[config.mk]
export PLATFORM = sky130hd
export DESIGN_NAME = adsr_envelope
export DESIGN_NICKNAME = d
export VERILOG_FILES = /design/src/rtl/synth_pkg.sv /design/src/rtl/sample_tick_gen.sv /design/src/rtl/adsr_envelope.sv
export SDC_FILE = /design/constraint.sdc
export NUM_CORES = 1
export LEC_CHECK = 0
export ABC_AREA = 1
export BUFFER_PORTS_ARGS = -buffer_cell sky130_fd_sc_hd__clkbuf_2
export CORE_MARGIN = 1.5
export CORE_UTILIZATION = 55
export DETAILED_ROUTE_END_ITERATION = 6
export HOLD_SLACK_MARGIN = 0.08
export MAX_ROUTING_LAYER = met4
export PLACE_DENSITY = 0.75
export SLEW_MARGIN = 0
export SYNTH_ARGS = -nofsm -noshare
export SYNTH_HDL_FRONTEND = slang
export SYNTH_SLANG_ARGS = --single-unit
[constraint.sdc]
create_clock -name clk -period 4.55 [get_ports clk]
set_clock_uncertainty 0.05 [all_clocks]
set_input_delay 0.6825 -clock clk [delete_from_list [all_inputs] [get_ports clk]]
set_output_delay 0.6825 -clock clk [all_outputs]
set_load 0.02 [all_outputs]
[src/rtl/synth_pkg.sv]
// Shared synth types and constants.
// Used by the voice envelope, the synth core and the I2S transmitter.
package synth_pkg;

  typedef enum logic [2:0] {
    IDLE,
    ATTACK,
    DECAY,
    SUSTAIN,
    RELEASE
  } env_state_t;

  localparam int SAMPLE_DIV = 1247;
  localparam int ENV_LVL_W  = 16;
  localparam int ENV_VOL_W  = 5;

endpackage

[src/rtl/sample_tick_gen.sv]
// Sample-rate tick: one pulse every DIV+1 clocks.
// Voices share a reset, so their ticks stay phase-aligned.
module sample_tick_gen
  import synth_pkg::*;
#(
  parameter int DIV = SAMPLE_DIV
) (
  input  logic clk,
  input  logic rst,
  output logic tick
);

  localparam int CW = (DIV < 1) ? 1 : $clog2(DIV + 1);

  logic [CW-1:0] cnt_q;

  assign tick = (cnt_q == CW'(DIV));

  always_ff @(posedge clk) begin
    if (rst) begin
      cnt_q <= '0;
    end else if (tick) begin
      cnt_q <= '0;
    end else begin
      cnt_q <= cnt_q + CW'(1);
    end
  end

endmodule

[src/rtl/adsr_envelope.sv]
// Per-voice ADSR envelope: gate edges, state FSM, 16-bit level ramp.
// Define ENV_EXP_RELEASE_EN for an exponential release tail.
module adsr_envelope
  import synth_pkg::*;
#(
  parameter int DIV        = SAMPLE_DIV,
  parameter int STEP_SHIFT = 4
) (
  input  logic                 clk,
  input  logic                 rst,
  input  logic                 gate,
  input  logic [7:0]           atk_rate,
  input  logic [7:0]           dec_rate,
  input  logic [ENV_VOL_W-1:0] sus_lvl,
  input  logic [7:0]           rel_rate,
  output logic [ENV_VOL_W-1:0] vol,
  output logic                 active
);

  logic tick;

  sample_tick_gen #(
    .DIV(DIV)
  ) u_tick (
    .clk (clk),
    .rst (rst),
    .tick(tick)
  );

  env_state_t           state_q, state_d;
  logic [ENV_LVL_W-1:0] level_q, level_d;
  logic                 gate_q;
  logic                 rise, fall;

  logic [ENV_LVL_W:0] lvl;
  logic [ENV_LVL_W:0] atk_step, dec_step, rel_step;
  logic [ENV_LVL_W:0] tgt, sum;

  assign rise = gate & ~gate_q;
  assign fall = ~gate & gate_q;

  assign lvl      = {1'b0, level_q};
  assign tgt      = {1'b0, sus_lvl, 11'b0};
  assign atk_step = 17'(atk_rate) << STEP_SHIFT;
  assign dec_step = 17'(dec_rate) << STEP_SHIFT;
  assign sum      = lvl + atk_step;

`ifdef ENV_EXP_RELEASE_EN
  // Step shrinks with level; the forced LSB keeps the tail moving to 0.
  assign rel_step = {1'b0,
    (level_q >> ({1'b0, rel_rate[3:0]} + 5'd1)) | 16'd1};
`else
  assign rel_step = 17'(rel_rate) << STEP_SHIFT;
`endif

  always_comb begin
    state_d = state_q;
    level_d = level_q;
    if (rise) begin
      state_d = ATTACK;
    end else if (fall && state_q != IDLE) begin
      state_d = RELEASE;
    end else if (tick) begin
      unique case (state_q)
        IDLE: level_d = '0;
        ATTACK: begin
          if (atk_rate == '0 || sum >= 17'h0FFFF) begin
            level_d = '1;
            state_d = DECAY;
          end else begin
            level_d = sum[ENV_LVL_W-1:0];
          end
        end
        DECAY: begin
          if (dec_rate == '0 || lvl <= tgt + dec_step) begin
            level_d = tgt[ENV_LVL_W-1:0];
            state_d = SUSTAIN;
          end else begin
            level_d = 16'(lvl - dec_step);
          end
        end
        SUSTAIN: level_d = tgt[ENV_LVL_W-1:0];
        RELEASE: begin
          if (rel_rate == '0 || lvl <= rel_step) begin
            level_d = '0;
            state_d = IDLE;
          end else begin
            level_d = 16'(lvl - rel_step);
          end
        end
        default: state_d = IDLE;
      endcase
    end
  end

  always_ff @(posedge clk) begin
    if (rst) begin
      gate_q  <= 1'b0;
      state_q <= IDLE;
      level_q <= '0;
      vol     <= '0;
      active  <= 1'b0;
    end else begin
      gate_q  <= gate;
      state_q <= state_d;
      level_q <= level_d;
      vol     <= level_q[ENV_LVL_W-1 -: ENV_VOL_W];
      active  <= (state_d != IDLE);
    end
  end

endmodule

==> metrics.txt <==
outcome finished, final reports clean; ranking of synthesized cells by area dfxtp_1, nand2_1, ha_1; Power Dens Cells around 170 nW/µm²; worst vdd ir 0.000166 V; CTS root buf clkbuf_8; vias in the first global route around 3500; Layout area overhead 8.83%; H-tree lvl count 2; Worst Path Arrival 2940 ps; Hold Crit Class register to register; Final Power 654 µW; flop and latch count out of synthesis 34; Main synth FF type dfxtp_1; DR WL/cell 13.9 µm; Post-synth EDFFs 0; Hold Path Origin u_tick.cnt_q[0]$_SDFF_PP0_; CTS resizes 0; CTS buffer count 5; CORE AREA 6350 µm²; post-synth top area share 0.188; worst setup path start dec_rate[7]; GPL Wtd Cong 0.963; maximum number of pins on one net before global-route repair 19; DP Wirelength 7.78 mm; # IOs 38; GR Util All Layers 0.285; die width 84.1 µm; worst slew pin tran 796 ps; Max Cap Viol 0; Syn Nets 645; setup bufs post-CTS 0; clock insertion delay at the later pin of the skew report around 300 ps; DR vias 3757; GRT overflow 0; initial antenna violation count 0; cell with the most instances after synthesis nand2_1; CP Class primary input to register; full die area 7070 µm²; Async SR Flop Fraction 0; first-pass GRT wire length 16.0 mm; # diodes 0; drt first pass iters 5; Post-CTS Hold Buffers 0; initial drt markers 197; Max Slew Vio Count 0; final core occ 0.619; YS warnings 0; setup tns final 0 ps; Hold Violations, Final 0; Setup crit start kind primary input; endpoints failing setup 0; top cells by count, synth nand2_1, inv_1, nor2_1; min Tclk post-route 2760 ps; Die H 84.1 µm; leakage 0.00215 µW; setup repair after global routing missed its margin false; synthesized area per cell 6.25 µm²; number of placed cells counting well taps 683; Cell variety after synth 43; worst r2r src level_q[5]$_SDFFE_PP0P_; Seq/Total Area, Yosys 0.188; clk sinks 34; reg-to-reg slack, setup 1920 ps; Post-route DRC 0; Hold WS slightly above 400 ps; Setup crit end kind register; final non-filler cell total 691; share of layout cells above drive strength 1 0.143; Final Cycle Share 0.606; largest fanout on the critical path 5; worst path required time 4730 ps; Clk pin slew, worst setup/hold paths 70 ps; cell taking the most area after synthesis dfxtp_1; CTS tree yes; layout net count between 600 and 700; vias per cell ~5.4; drt total wl approximately 9.6 mm; IO buf count 37; Fmax 363 MHz; synthesized cell area between 3000 and 4000 µm²; CTS max path bufs 2; synthesized instance count a little under 600; Detail Route Antenna Nets 0; Starting Density 0.569; max_slew headroom 0.467; Rows 29
[path summary, 6_finish.rpt]
path / to / cells past startpoint
max reg2reg: active$_SDFF_PP0_ / 16
min reg2reg: u_tick.cnt_q[0]$_SDFF_PP0_ / 1
max: active$_SDFF_PP0_ / 19
min: u_tick.cnt_q[0]$_SDFF_PP0_ / 1
[sequential cells by signal, summed over array words and instances, names as in the netlist]
register,count
vol,5
gate_q,1
level_q,13
state_q,3
u_tick.cnt_q,11
active,1
[power breakdown]
group          internal (µW)  switching [µW]
registers                302            3.29
logic                   45.5            76.0
clock network            108             119
total                    455             199
[through the flow]
stage / worst slack, ps / area [µm²]
after floorplan: 1950 / 3610
final: 1790 / 3930
after global placement: 1550 / 3850
after CTS: 1800 / 3930
after global routing: 1570 / 3930
after detailed placement: 1500 / 3850
[cell type report]
class                           instances  area [µm²]
Clock buffer                            6        72.6
Multi-Input combinational cell        446        2550
Clock inverter                          2        13.8
Sequential cell                        34         681
Fill cell                             619        2420
Timing Repair Buffer                   37         185
Tap cell                               77        96.3
Inverter                               89         334
[worst max-delay path: stages]
cell,delay [ps]
clkbuf_2,110
ha_1,240
ha_1,290
inv_1,50
ha_1,300
a21oi_1,130
a21boi_0,200
nor2_1,70
nor2_1,90
nand2_1,90
nand3_1,70
nand2_1,60
inv_1,160
nor2_1,60
nand2_1,90
nand2_1,60
nand2_1,60
nand2_1,60
nand3_1,70
[cells in the final DEF (no fill, tap or decap), types with 2 or more instances in the layout]
cell type,netlist,routed
a21oi_1,25,25
a21oi_2,10,10
a22oi_1,2,2
a31oi_1,2,2
clkbuf_2,0,37
clkbuf_8,0,5
dfxtp_1,34,34
fa_1,3,3
ha_1,32,32
inv_1,84,84
inv_2,5,5
nand2_1,155,155
nand2_2,4,4
nand2_4,2,2
nand3_1,48,48
nand3_2,9,9
nand3b_1,3,3
nand4_1,13,13
nor2_1,70,70
nor2_2,3,3
nor2_4,2,2
nor3_1,7,7
nor4_1,5,5
o21a_1,3,3
o21ai_0,7,7
o22ai_1,4,4
or2_2,5,5
xnor2_1,6,6
xor2_1,14,14
[logic make-up (layout without fill, tap and decap cells)]
group                    count (synthesis)  after routing  synth area share
AO/OA/AOI/OAI                           60             60             0.104
XOR/XNOR                                20             20            0.0485
adder cells (fa/ha/maj)                 35             35             0.127
buffers and inverters                   98            134             0.106
flip-flops                              34             34             0.188
AND/OR/NAND/NOR                        331            331             0.426
[routing by layer]
layer  up-vias  wire length, µm  global-route usage
met2       126             4340               0.451
met1      1666             4420               0.378
met3        23              639              0.0415
li1       1942                -                   -
met4         0              189              0.0790
met5         -                0                   -
(Power assumes the default switching activity.)
